## config.mk

```make
export PLATFORM = sky130hd
export DESIGN_NAME = sample_conv_sequencer
export DESIGN_NICKNAME = d
export VERILOG_FILES = /design/src/rtl/seq_pkg.sv /design/src/rtl/seq_watchdog.sv /design/src/rtl/sample_conv_sequencer.sv
export SDC_FILE = /design/constraint.sdc
export NUM_CORES = 1
export LEC_CHECK = 0
export BUFFER_PORTS_ARGS = -buffer_cell sky130_fd_sc_hd__buf_2
export CORE_MARGIN = 3
export CORE_UTILIZATION = 45
export DETAILED_ROUTE_END_ITERATION = 10
export PLACE_DENSITY = 0.73
export SYNTH_ARGS = -nofsm -noshare
export SYNTH_HDL_FRONTEND = slang
export SYNTH_SLANG_ARGS = --single-unit
export TNS_END_PERCENT = 1
```

## constraint.sdc

```tcl
create_clock -name clk_operation -period 4.7 [get_ports clk_operation]
set_input_delay 0.47 -clock clk_operation [delete_from_list [all_inputs] [get_ports clk_operation]]
set_output_delay 0.47 -clock clk_operation [all_outputs]
set_load 0.02 [all_outputs]
```

## src/rtl/seq_pkg.sv

```systemverilog
// Shared types and widths for the per-sample conversion sequencer.
// The state encoding is fixed at 3 bits so it can be observed on debug buses.
package seq_pkg;

    localparam int SIG_W    = 16;
    localparam int DOUBLE_W = 64;

    typedef enum logic [2:0] {
        ST_IDLE      = 3'd0,
        ST_CONV_IN   = 3'd1,
        ST_WAIT_CONV = 3'd2,
        ST_PROC      = 3'd3,
        ST_WAIT_PROC = 3'd4,
        ST_CONV_OUT  = 3'd5
    } seq_state_t;

    function automatic int max3(input int a, input int b, input int c);
        int m;
        m = (a > b) ? a : b;
        return (m > c) ? m : c;
    endfunction

endpackage

```

## src/rtl/seq_watchdog.sv

```systemverilog
// Shared down-counter used for enable pulse widths and handshake watchdogs.
// Loading with limit L makes terminal assert in the L-th enabled cycle after the load.
module seq_watchdog #(
    parameter int W = 11
) (
    input  logic         clk_operation,
    input  logic         rst,
    input  logic         clear,
    input  logic         enable,
    input  logic [W-1:0] limit,
    output logic         terminal
);

    logic [W-1:0] count_q;
    logic [W-1:0] count_d;

    always_comb begin
        count_d = count_q;
        if (clear) begin
            count_d = limit - W'(1);
        end else if (enable && (count_q != '0)) begin
            count_d = count_q - W'(1);
        end
    end

    // Terminal depends only on the registered count so the FSM can use it
    // to choose the next state (which in turn drives clear) without a loop.
    assign terminal = enable && (count_q == '0);

    always_ff @(posedge clk_operation) begin
        if (rst) begin
            count_q <= '0;
        end else begin
            count_q <= count_d;
        end
    end

endmodule

```

## src/rtl/sample_conv_sequencer.sv

```systemverilog
// Per-sample sequencer: 16-bit sample -> converter -> echo-cancel core -> output converter.
// One FSM plus datapath holding registers; one watchdog counter shared by all timed states.
//
// state        | meaning
// -------------+-----------------------------------------------------------
// ST_IDLE      | waiting for sample_tick
// ST_CONV_IN   | conv_enable high for ENABLE_WIDTH cycles
// ST_WAIT_CONV | waiting for conv_ready, CONV_TIMEOUT watchdog
// ST_PROC      | one-cycle proc_start
// ST_WAIT_PROC | waiting for proc_done, PROC_TIMEOUT watchdog
// ST_CONV_OUT  | out_enable high for ENABLE_WIDTH cycles, frame counted in last
module sample_conv_sequencer
    import seq_pkg::*;
#(
    parameter int ENABLE_WIDTH = 5,
    parameter int CONV_TIMEOUT = 64,
    parameter int PROC_TIMEOUT = 1024,
    parameter int CNT_W        = 8
) (
    input  logic                clk_operation,
    input  logic                rst,
    input  logic                sample_tick,
    input  logic [SIG_W-1:0]    sig16b_in,
    input  logic                bypass,
    output logic [SIG_W-1:0]    conv_sig16b,
    output logic                conv_enable,
    input  logic                conv_ready,
    input  logic [DOUBLE_W-1:0] conv_double,
    output logic                proc_start,
    output logic [DOUBLE_W-1:0] proc_double,
    input  logic                proc_done,
    input  logic [DOUBLE_W-1:0] proc_result,
    output logic [DOUBLE_W-1:0] out_double,
    output logic                out_enable,
    output logic                busy,
    output logic                err_timeout,
    output logic [CNT_W-1:0]    overrun_cnt,
    output logic [CNT_W-1:0]    frame_cnt
);

    localparam int WD_MAX = max3(ENABLE_WIDTH, CONV_TIMEOUT, PROC_TIMEOUT);
    localparam int WD_W   = $clog2(WD_MAX + 1);

    localparam logic [WD_W-1:0] LIM_EW   = WD_W'(ENABLE_WIDTH);
    localparam logic [WD_W-1:0] LIM_CONV = WD_W'(CONV_TIMEOUT);
    localparam logic [WD_W-1:0] LIM_PROC = WD_W'(PROC_TIMEOUT);

    seq_state_t          state_q,       state_d;
    logic [SIG_W-1:0]    conv_sig16b_q, conv_sig16b_d;
    logic                conv_enable_q, conv_enable_d;
    logic                proc_start_q,  proc_start_d;
    logic [DOUBLE_W-1:0] proc_double_q, proc_double_d;
    logic [DOUBLE_W-1:0] out_double_q,  out_double_d;
    logic                out_enable_q,  out_enable_d;
    logic                busy_q,        busy_d;
    logic                err_timeout_q, err_timeout_d;
    logic [CNT_W-1:0]    overrun_cnt_q, overrun_cnt_d;
    logic [CNT_W-1:0]    frame_cnt_q,   frame_cnt_d;

    logic            wd_clear;
    logic            wd_enable;
    logic [WD_W-1:0] wd_limit;
    logic            wd_term;

    seq_watchdog #(
        .W (WD_W)
    ) u_watchdog (
        .clk_operation (clk_operation),
        .rst           (rst),
        .clear         (wd_clear),
        .enable        (wd_enable),
        .limit         (wd_limit),
        .terminal      (wd_term)
    );

    always_comb begin
        state_d       = state_q;
        conv_sig16b_d = conv_sig16b_q;
        proc_double_d = proc_double_q;
        out_double_d  = out_double_q;
        err_timeout_d = err_timeout_q;
        overrun_cnt_d = overrun_cnt_q;
        frame_cnt_d   = frame_cnt_q;

        unique case (state_q)
            ST_IDLE: begin
                if (sample_tick) begin
                    conv_sig16b_d = sig16b_in;
                    state_d       = ST_CONV_IN;
                end
            end
            ST_CONV_IN: begin
                if (wd_term) begin
                    state_d = ST_WAIT_CONV;
                end
            end
            ST_WAIT_CONV: begin
                // A handshake in the terminal cycle still wins over the abort.
                if (conv_ready) begin
                    if (bypass) begin
                        out_double_d = conv_double;
                        state_d      = ST_CONV_OUT;
                    end else begin
                        proc_double_d = conv_double;
                        state_d       = ST_PROC;
                    end
                end else if (wd_term) begin
                    err_timeout_d = 1'b1;
                    state_d       = ST_IDLE;
                end
            end
            ST_PROC: begin
                state_d = ST_WAIT_PROC;
            end
            ST_WAIT_PROC: begin
                if (proc_done) begin
                    out_double_d = proc_result;
                    state_d      = ST_CONV_OUT;
                end else if (wd_term) begin
                    err_timeout_d = 1'b1;
                    state_d       = ST_IDLE;
                end
            end
            ST_CONV_OUT: begin
                if (wd_term) begin
                    frame_cnt_d = frame_cnt_q + CNT_W'(1);
                    state_d     = ST_IDLE;
                end
            end
            default: begin
                state_d = ST_IDLE;
            end
        endcase

        if (sample_tick && (state_q != ST_IDLE) && (overrun_cnt_q != '1)) begin
            overrun_cnt_d = overrun_cnt_q + CNT_W'(1);
        end

        // Strobes are registered from the next state so they line up with it.
        conv_enable_d = (state_d == ST_CONV_IN);
        proc_start_d  = (state_d == ST_PROC);
        out_enable_d  = (state_d == ST_CONV_OUT);
        busy_d        = (state_d != ST_IDLE);
    end

    always_comb begin
        wd_clear  = (state_d != state_q);
        wd_enable = (state_q == ST_CONV_IN)   || (state_q == ST_WAIT_CONV) ||
                    (state_q == ST_WAIT_PROC) || (state_q == ST_CONV_OUT);
        unique case (state_d)
            ST_WAIT_CONV: wd_limit = LIM_CONV;
            ST_WAIT_PROC: wd_limit = LIM_PROC;
            default:      wd_limit = LIM_EW;
        endcase
    end

    always_ff @(posedge clk_operation) begin
        if (rst) begin
            state_q       <= ST_IDLE;
            conv_sig16b_q <= '0;
            conv_enable_q <= 1'b0;
            proc_start_q  <= 1'b0;
            proc_double_q <= '0;
            out_double_q  <= '0;
            out_enable_q  <= 1'b0;
            busy_q        <= 1'b0;
            err_timeout_q <= 1'b0;
            overrun_cnt_q <= '0;
            frame_cnt_q   <= '0;
        end else begin
            state_q       <= state_d;
            conv_sig16b_q <= conv_sig16b_d;
            conv_enable_q <= conv_enable_d;
            proc_start_q  <= proc_start_d;
            proc_double_q <= proc_double_d;
            out_double_q  <= out_double_d;
            out_enable_q  <= out_enable_d;
            busy_q        <= busy_d;
            err_timeout_q <= err_timeout_d;
            overrun_cnt_q <= overrun_cnt_d;
            frame_cnt_q   <= frame_cnt_d;
        end
    end

    assign conv_sig16b = conv_sig16b_q;
    assign conv_enable = conv_enable_q;
    assign proc_start  = proc_start_q;
    assign proc_double = proc_double_q;
    assign out_double  = out_double_q;
    assign out_enable  = out_enable_q;
    assign busy        = busy_q;
    assign err_timeout = err_timeout_q;
    assign overrun_cnt = overrun_cnt_q;
    assign frame_cnt   = frame_cnt_q;

endmodule
```

==> summary.txt, run 1 <==
Run status
  • Result of the run: finished clean

Clock network
  • CTS sink cnt: ~180
  • Num CTS Buffers: 17
  • Number of H-tree branching levels: 4
  • Root buf cell: clkbuf_16
  • Later-pin clock latency in the skew report: 0.43 ns
  • Post-CTS resize count: 0
  • Clock tree from TritonCTS: yes
  • Total of hold buffers inserted after clock tree synthesis: 0
  • Post-CTS Repair Setup Buffers: 0
  • CTS clk-pin slew, worst paths: 0.07 ns
  • Maximum clock insertion buffer count: 2

Final layout
  • Number of nets in the finished design: 1290
  • Post-route standard cell area excluding fillers: 9660 sq um
  • Fraction of final layout cells with drive strength greater than 1: between 30% and 40%
  • # fillers: between 1000 and 1500
  • Area added between synthesis and finish: 31.1%
  • Number of inserted diodes: 0
  • Cell Count, Final, Fillers Out: 1366

Detailed routing
  • Initial DRC count: 375
  • Detailed-route via count: ~7100
  • DR DRC count: 0
  • Detail Route Antenna Nets: 0
  • First-pass iteration count of the detailed router: 4
  • Routed WL per cell: 15.8 um
  • Mean number of vias per cell: 5.19
  • Drt total wl: 21.6 mm

Synthesis
  • Number of storage elements in the synthesis netlist: 179
  • Synth area leaders: dfxtp_1, nand2_1, mux2i_1
  • Synthesized netlist net count: 1012
  • Cell count after synthesis: 859
  • Fraction of synthesis flops using an asynchronous set or reset pin: 0%
  • Share of the yosys chip area belonging to registers: 48.6%
  • Share of the synthesized area in the top cell type: 48.6%
  • Number of distinct library cell variants in the gate-level netlist after synthesis: 52
  • Most used flip-flop cell after synthesis: dfxtp_1
  • Synthesized area per cell: 8.58 sq um
  • Top cell type by total area after synthesis: dfxtp_1
  • Number of enable-type register cells in the synthesized netlist: 0
  • Synthesis warning total: 0
  • Combined area of all synthesized cells: ~7400 sq um

Die
  • Top Ports: 315
  • Starting density of the core: 46.2%
  • Core Area: 15900 sq um
  • Width of the chip: 134 um
  • Chip height: 134 um
  • Standard-cell row count: 46
  • Die ar.: 17900 sq um

Setup path
  • Required arrival time at the worst endpoint: a little over 5 ns
  • Ordered cell list for the critical path: nor3_1 > nand4b_1 > o22ai_1 > o21ai_4 > mux2i_1 > ha_1 > nand3_1 > nor2_1 > nand4_1 > xor2_1 > o32ai_1
  • Worst path top cell family by delay: simple AND/OR/NAND/NOR gates
  • Worst stage delay on the critical path: 0.59 ns
  • Depth of the worst register-to-register path: 11
  • Type of the worst setup path: reg -> reg
  • Worst Path Arrival: 4.00 ns
  • Startpoint of the lowest-slack register-to-register path: u_watchdog.count_q[3]
  • R2R setup slack: between 1 and 1.5 ns
  • Slowest cell on the critical path: o22ai_1
  • Critical Path Sink Type: register
  • Reg-to-Reg End: u_watchdog.count_q[8]
  • Startpoint type of the worst setup path: register
  • Largest fanout on the critical path: 12
  • Buffering stage count on the worst path with inverters included: 0

Global route
  • GRT Overall Usage: 23.5%
  • Pin count of the biggest net entering global routing: 81
  • Number of global-route vias before repair: 6674
  • Global route total overflow: 0
  • First-pass GRT wire length: 34.1 mm
  • Initial antenna violation count: 0

Timing
  • Worst hold slack: 0.277 ns
  • Setup violators final: 0
  • Worst slew margin relative to its limit: 29.4%
  • Time the worst path needs with I/O delays and setup: 3.67 ns
  • Final Hold Fails: 0
  • Actual transition at the worst max-transition pin: 1.06 ns
  • Post-Route Skew: 0.00915 ns
  • Number of pins exceeding their max-slew limit in the final report: 0
  • Final worst-path cycle share: 78.1%
  • Final total negative setup slack: 0 ns
  • Unrepaired setup endpoints after global routing: no
  • Highest achievable clock rate: 272 MHz

Min path
  • Hold EP: conv_sig16b[7]
  • Start point of the worst min-delay path: sig16b_in[7]
  • Min-Delay Path Class: in -> reg
  • Cell depth of the worst hold path: 3

Power and ir drop
  • Pwr/cell area: 495 nW/um^2
  • Largest vdd supply drop: around 300 uV
  • Lkg Pwr: 4.03 nW
  • Overall power of the completed layout: 4.79 mW

Placed design
  • Estimated wirelength of the detail-placed design: 15.4 mm
  • Placed Instances: roughly 1300
  • Area post-placement: 9050 sq um
  • GP Congestion: 0.892
  • Port Buffers: 314

Run
  • Max Cap Violations: 0
metrics by stage:
| stage | setup slack, ns | util, % |
|---|---|---|
| floorplan | 1.82 | - |
| global placement | 1.24 | 56.8 |
| detailed placement | 1.07 | 56.8 |
| CTS | 1.05 | 60.6 |
| global route | 0.586 | 60.6 |
| finish | 1.03 | 60.6 |
registers in the layout, indices dropped and copies added (netlist names):
| register | flops |
|---|---|
| overrun_cnt | 8 |
| proc_double | 64 |
| conv_sig16b | 16 |
| proc_start | 1 |
| conv_enable | 1 |
| out_double | 64 |
| err_timeout | 1 |
| state_q | 3 |
| busy | 1 |
| u_watchdog.count_q | 11 |
| frame_cnt | 8 |
| out_enable | 1 |
area by class of cell:
class                      count  area, sq um  area share [%]
clock buffer                  18          439            4.54
inverter                       6         22.5           0.233
multi-input combinational    611         3530            36.5
tap                          216          270            2.80
timing repair buffer         322         1650            17.0
sequential                   179         3580            37.1
clock inverter                14          170            1.76
worst reg2reg max path, delay by kind of cell, from the launching register on:
| kind | cells | cell delay (ns) |
|---|---|---|
| multiplexers | 1 | 0.19 |
| AO/OA/AOI/OAI | 3 | 0.97 |
| XOR/XNOR | 1 | 0.20 |
| AND/OR/NAND/NOR | 5 | 1.50 |
| flip-flops | 1 | 0.37 |
| adder cells (fa/ha/maj) | 1 | 0.36 |
worst max path at each step:
stage                                       end  slack [ns]             startpoint  cells past startpoint
after floorplan           u_watchdog.count_q[8]        1.82  u_watchdog.count_q[6]                     12
after global placement    u_watchdog.count_q[8]        1.24  u_watchdog.count_q[6]                     11
after detailed placement  u_watchdog.count_q[8]        1.07  u_watchdog.count_q[3]                     11
after CTS                 u_watchdog.count_q[8]        1.05  u_watchdog.count_q[3]                     11
after global routing      u_watchdog.count_q[8]        0.59  u_watchdog.count_q[3]                     11
final                     u_watchdog.count_q[8]        1.03  u_watchdog.count_q[3]                     11
layer usage:
metal  vias to the layer above  global-route usage [%]  share of wire (%)
met3                        34                    7.35                8.3
met4                         0                    8.91                2.5
met1                      3238                    29.1                 42
met5                         -                       0                  0
met2                       282                    38.4                 47
li1                       3539                       -                  -
layout by cell type, fill, tap and decap left out, drive strengths merged, types with 4 or more instances in the layout:
master,synthesis,layout
inv,6,12
mux2i,67,67
nand2,179,179
nand4,9,9
nor3,11,11
nand3,6,6
a21oi,93,93
dfxtp,179,179
buf,19,322
nor2,96,96
o21ai,7,7
clkbuf,44,18
xor2,10,10
xnor2,8,8
a211oi,67,67
nand2b,4,4
logic make-up after synthesis:
kind of cell,count (synthesis),synth area share (%)
compound gates,192,16.6
xor+xnor,18,2.14
fa+ha+maj,3,0.509
buf+inv,69,3.70
flops,179,48.6
mux,67,9.10
simple gates,331,19.3
power breakdown:
part           total [mW]  switching, mW  internal [mW]
sequential           1.85          0.152           1.70
combinational        1.48          0.935          0.547
clock                1.46          0.639          0.816
total                4.79           1.73           3.06
Yosys cell counts (2+ instances only):
| master | n |
|---|---|
| dfxtp_1 | 179 |
| nand2_1 | 179 |
| nor2_1 | 95 |
| a21oi_1 | 93 |
| a211oi_1 | 67 |
| mux2i_1 | 67 |
| clkbuf_1 | 44 |
| buf_2 | 11 |
| xor2_1 | 10 |
| nand4_1 | 9 |
| nor3_1 | 9 |
| buf_1 | 8 |
| xnor2_1 | 8 |
| inv_1 | 6 |
| nand3_1 | 6 |
| o21ai_0 | 5 |
| nand2b_1 | 4 |
| and2_1 | 3 |
| ha_1 | 3 |
| nand3b_1 | 3 |
| nand4b_1 | 3 |
| nor2b_1 | 3 |
| o211ai_1 | 3 |
| o32ai_1 | 3 |
| or3_1 | 3 |
| a2bb2oi_1 | 2 |
| a31oi_1 | 2 |
| and3_1 | 2 |
| and4b_1 | 2 |
| nor3b_1 | 2 |
| o211a_1 | 2 |
| o21bai_1 | 2 |
| o22ai_1 | 2 |
Note: power is estimated with default switching activity, not from simulation.
==> run 2: changes to the inputs <==
clock period = 3.5 ns   (was 4.7 ns; I/O delays follow)
==> run 2 against run 1 <==
Compared with the run above:
- count of clock-buffer cells in the layout rose by 1
- register-to-register slack worse by 0.61 ns
- worst hold slack got worse by 0.11 ns
- maximum frequency is 19% higher
- sequential cell count is the same
- sequential share of layout area is essentially flat
- total power grew 34%
- global-route usage fell by 0.16 points
- largest power group unchanged
- highest routed layer unchanged
==> summary.txt, run 2 (synthesis results as in run 1) <==
Timing
  • Actual transition at the worst max-transition pin: 0.780 ns (-0.275 ns)
  • Time the worst path needs with I/O delays and setup: 3.08 ns (-0.589 ns)
  • Worst slew margin relative to its limit: 48.0% (+19 points)
  • Worst hold slack: 0.162 ns (-0.115 ns)
  • Number of pins exceeding their max-slew limit in the final report: 0 (unchanged)
  • Highest achievable clock rate: 324 MHz (+19%)
  • Final total negative setup slack: 0 ns (unchanged)
  • Post-Route Skew: 0.00928 ns (+0.000131 ns)
  • Final worst-path cycle share: 88.1% (+9.9 points)
  • Final Hold Fails: 0 (unchanged)
  • Unrepaired setup endpoints after global routing: no
  • Setup violators final: 0 (unchanged)

Global route
  • Met3 track utilization from global routing: 6.19% (-1.2 points)
  • Pin count of the biggest net entering global routing: 77 (-4.9%)
  • First-pass GRT wire length: 34.0 mm (-0.18%)
  • Global routing met1 resource utilization: 28.9% (-0.20 points)
  • Number of global-route vias before repair: 6687 (+0.19%)
  • Met2 demand-to-capacity share in global routing: 39.2% (+0.87 points)
  • Most heavily used metal layer in global routing: met2
  • Global route total overflow: 0 (unchanged)
  • Initial antenna violation count: 0 (unchanged)
  • GRT Overall Usage: 23.3% (-0.16 points)

Final layout
  • Fraction of final layout cells with drive strength greater than 1: 31.6% (+0.064 points)
  • Area taken by multi-input logic gates: 3530 sq um (unchanged)
  • Area occupied by registers: 3580 sq um (unchanged)
  • Most common library cell in the layout ignoring fill and taps: buf_2
  • Commonest cells after routing, fill and taps aside: buf_2, nand2_1, dfxtp_1, nor2_1, a21oi_1
  • # fillers: 1485 (+3.9%)
  • Number of nets in the finished design: 1294 (+0.31%)
  • Number of inserted diodes: 0 (unchanged)
  • Area added between synthesis and finish: 31.3%

Detailed routing
  • Initial DRC count: 401 (+6.9%)
  • Routed WL per cell: 15.6 um (-1.3%)
  • DR DRC count: 0 (unchanged)
  • Mean number of vias per cell: 5.15 (-0.77%)
  • Detailed-route via count: 7059 (-0.48%)
  • First-pass iteration count of the detailed router: 5 (+1)
  • Detail Route Antenna Nets: 0 (unchanged)
  • Drt total wl: 21.4 mm (-0.99%)

Setup path
  • Worst path top cell family by delay: simple AND/OR/NAND/NOR gates
  • Top cell by count, worst path: nand4_1
  • Startpoint type of the worst setup path: register
  • Ordered cell list for the critical path: nor4b_1 > nand4_1 > o211ai_1 > o21ai_4 > mux2i_1 > ha_1 > nand3_1 > nor2_1 > nand4_1 > xor2_1 > o32ai_1
  • Depth of the worst register-to-register path: 11 (unchanged)
  • Critical Path Sink Type: register
  • Type of the worst setup path: reg -> reg
  • Crit. path cell count: 11 (unchanged)
  • Buffering stage count on the worst path with inverters included: 0 (unchanged)
  • Worst stage delay on the critical path: 0.67 ns (+0.08 ns)
  • Startpoint of the lowest-slack register-to-register path: state_q[0]
  • Required arrival time at the worst endpoint: 3.83 ns (-1.20 ns)
  • Slowest cell on the critical path: dfxtp_1
  • Worst Path Arrival: 3.41 ns (-0.59 ns)
  • Worst Setup SP: state_q[0]
  • Largest fanout on the critical path: 15 (+3)

Clock network
  • Total of hold buffers inserted after clock tree synthesis: 0 (unchanged)
  • Post-CTS Repair Setup Buffers: 0 (unchanged)
  • CTS sink cnt: 179 (unchanged)
  • Maximum clock insertion buffer count: 2 (unchanged)
  • Number of H-tree branching levels: 4 (unchanged)
  • Post-CTS resize count: 0 (unchanged)
  • Num CTS Buffers: 17 (unchanged)
  • CTS clk-pin slew, worst paths: 0.07 ns (about the same)
  • Later-pin clock latency in the skew report: 0.42 ns (about the same)
  • Root buf cell: clkbuf_16
  • Clock tree from TritonCTS: yes

Die
  • Starting density of the core: 46.2% (unchanged)
  • Die ar.: 17900 sq um (unchanged)
  • Standard-cell row count: 46 (unchanged)
  • Core Area: 15900 sq um (unchanged)
  • Width of the chip: 134 um (unchanged)
  • Top Ports: 315 (unchanged)
  • Chip height: 134 um (unchanged)

Run status
  • Result of the run: finished clean

Power and ir drop
  • Switching share of power: 35.7% (-0.37 points)
  • Comb power frac: 31.7% (+0.7 points)
  • Pwr/cell area: 662 nW/um^2 (+34%)
  • Largest vdd supply drop: 385 uV (+26%)
  • Lkg Pwr: 4.05 nW (+0.58%)
  • Clock power frac: 29.5% (-0.9 points)
  • Sequential share of power: 38.8% (+0.2 points)
  • Reported net switching power: 2.29 mW (+32%)
  • Internal power component: 4.12 mW (+35%)

Placed design
  • Port Buffers: 314 (unchanged)
  • GP Congestion: 0.902 (+1.1%)
  • Estimated wirelength of the detail-placed design: 15.4 mm (-0.38%)

Run
  • Max Cap Violations: 0 (unchanged)

Min path
  • Start point of the worst min-delay path: sig16b_in[12]
  • Min-Delay Path Class: in -> reg
  • Cell depth of the worst hold path: 3 (unchanged)
## run 2: cell type report
type	instances	area share, %
Tap cell	216	2.79
Timing Repair Buffer	326	17.5
Clock inverter	13	1.51
Multi-Input combinational cell	611	36.5
Clock buffer	19	4.47
Inverter	6	0.233
Sequential cell	179	37.0
## run 2: path summary, 6_finish.rpt
kind                           endpoint  slack (ns)
setup / recovery  u_watchdog.count_q[8]        0.42
setup reg to reg  u_watchdog.count_q[8]        0.42
hold reg to reg         proc_double[32]        0.45
hold / removal          conv_sig16b[12]        0.16
## run 2: routing by layer
layer	share of wire [%]	vias to the layer above
met3	7.8	35
li1	-	3552
met1	42	3195
met2	48	277
met5	0	-
met4	2.4	0
## run 2: per-stage QoR
stage	area [sq um]	total power, mW	util, %	std cells	worst slack, ns
after floorplan	7370	3.93	-	859	0.617
after global placement	9100	4.52	57.1	1338	0.563
after detailed placement	9100	4.55	57.1	1338	0.433
after CTS	9680	6.45	60.7	1370	0.434
after global routing	9680	6.78	60.7	1370	0.0440
final	9680	6.40	60.7	1370	0.418
## run 2: power by group through the flow
stage / Sequential, mW / Clock, mW / Combinational, mW
after global placement: 2.51 / 0 / 2.01
after floorplan: 2.69 / 0 / 1.24
after global routing: 2.52 / 2.03 / 2.24
after CTS: 2.48 / 1.94 / 2.03
after detailed placement: 2.52 / 0 / 2.02
final: 2.48 / 1.89 / 2.03
## run 2: worst register-to-register path, cell delays in order, from the launching register on
cell and delay (ns):
dfxtp_1 0.67, nor4b_1 0.32, nand4_1 0.18, o211ai_1 0.25, o21ai_4 0.13, mux2i_1 0.17, ha_1 0.33, nand3_1 0.14
nor2_1 0.23, nand4_1 0.17, xor2_1 0.18, o32ai_1 0.21
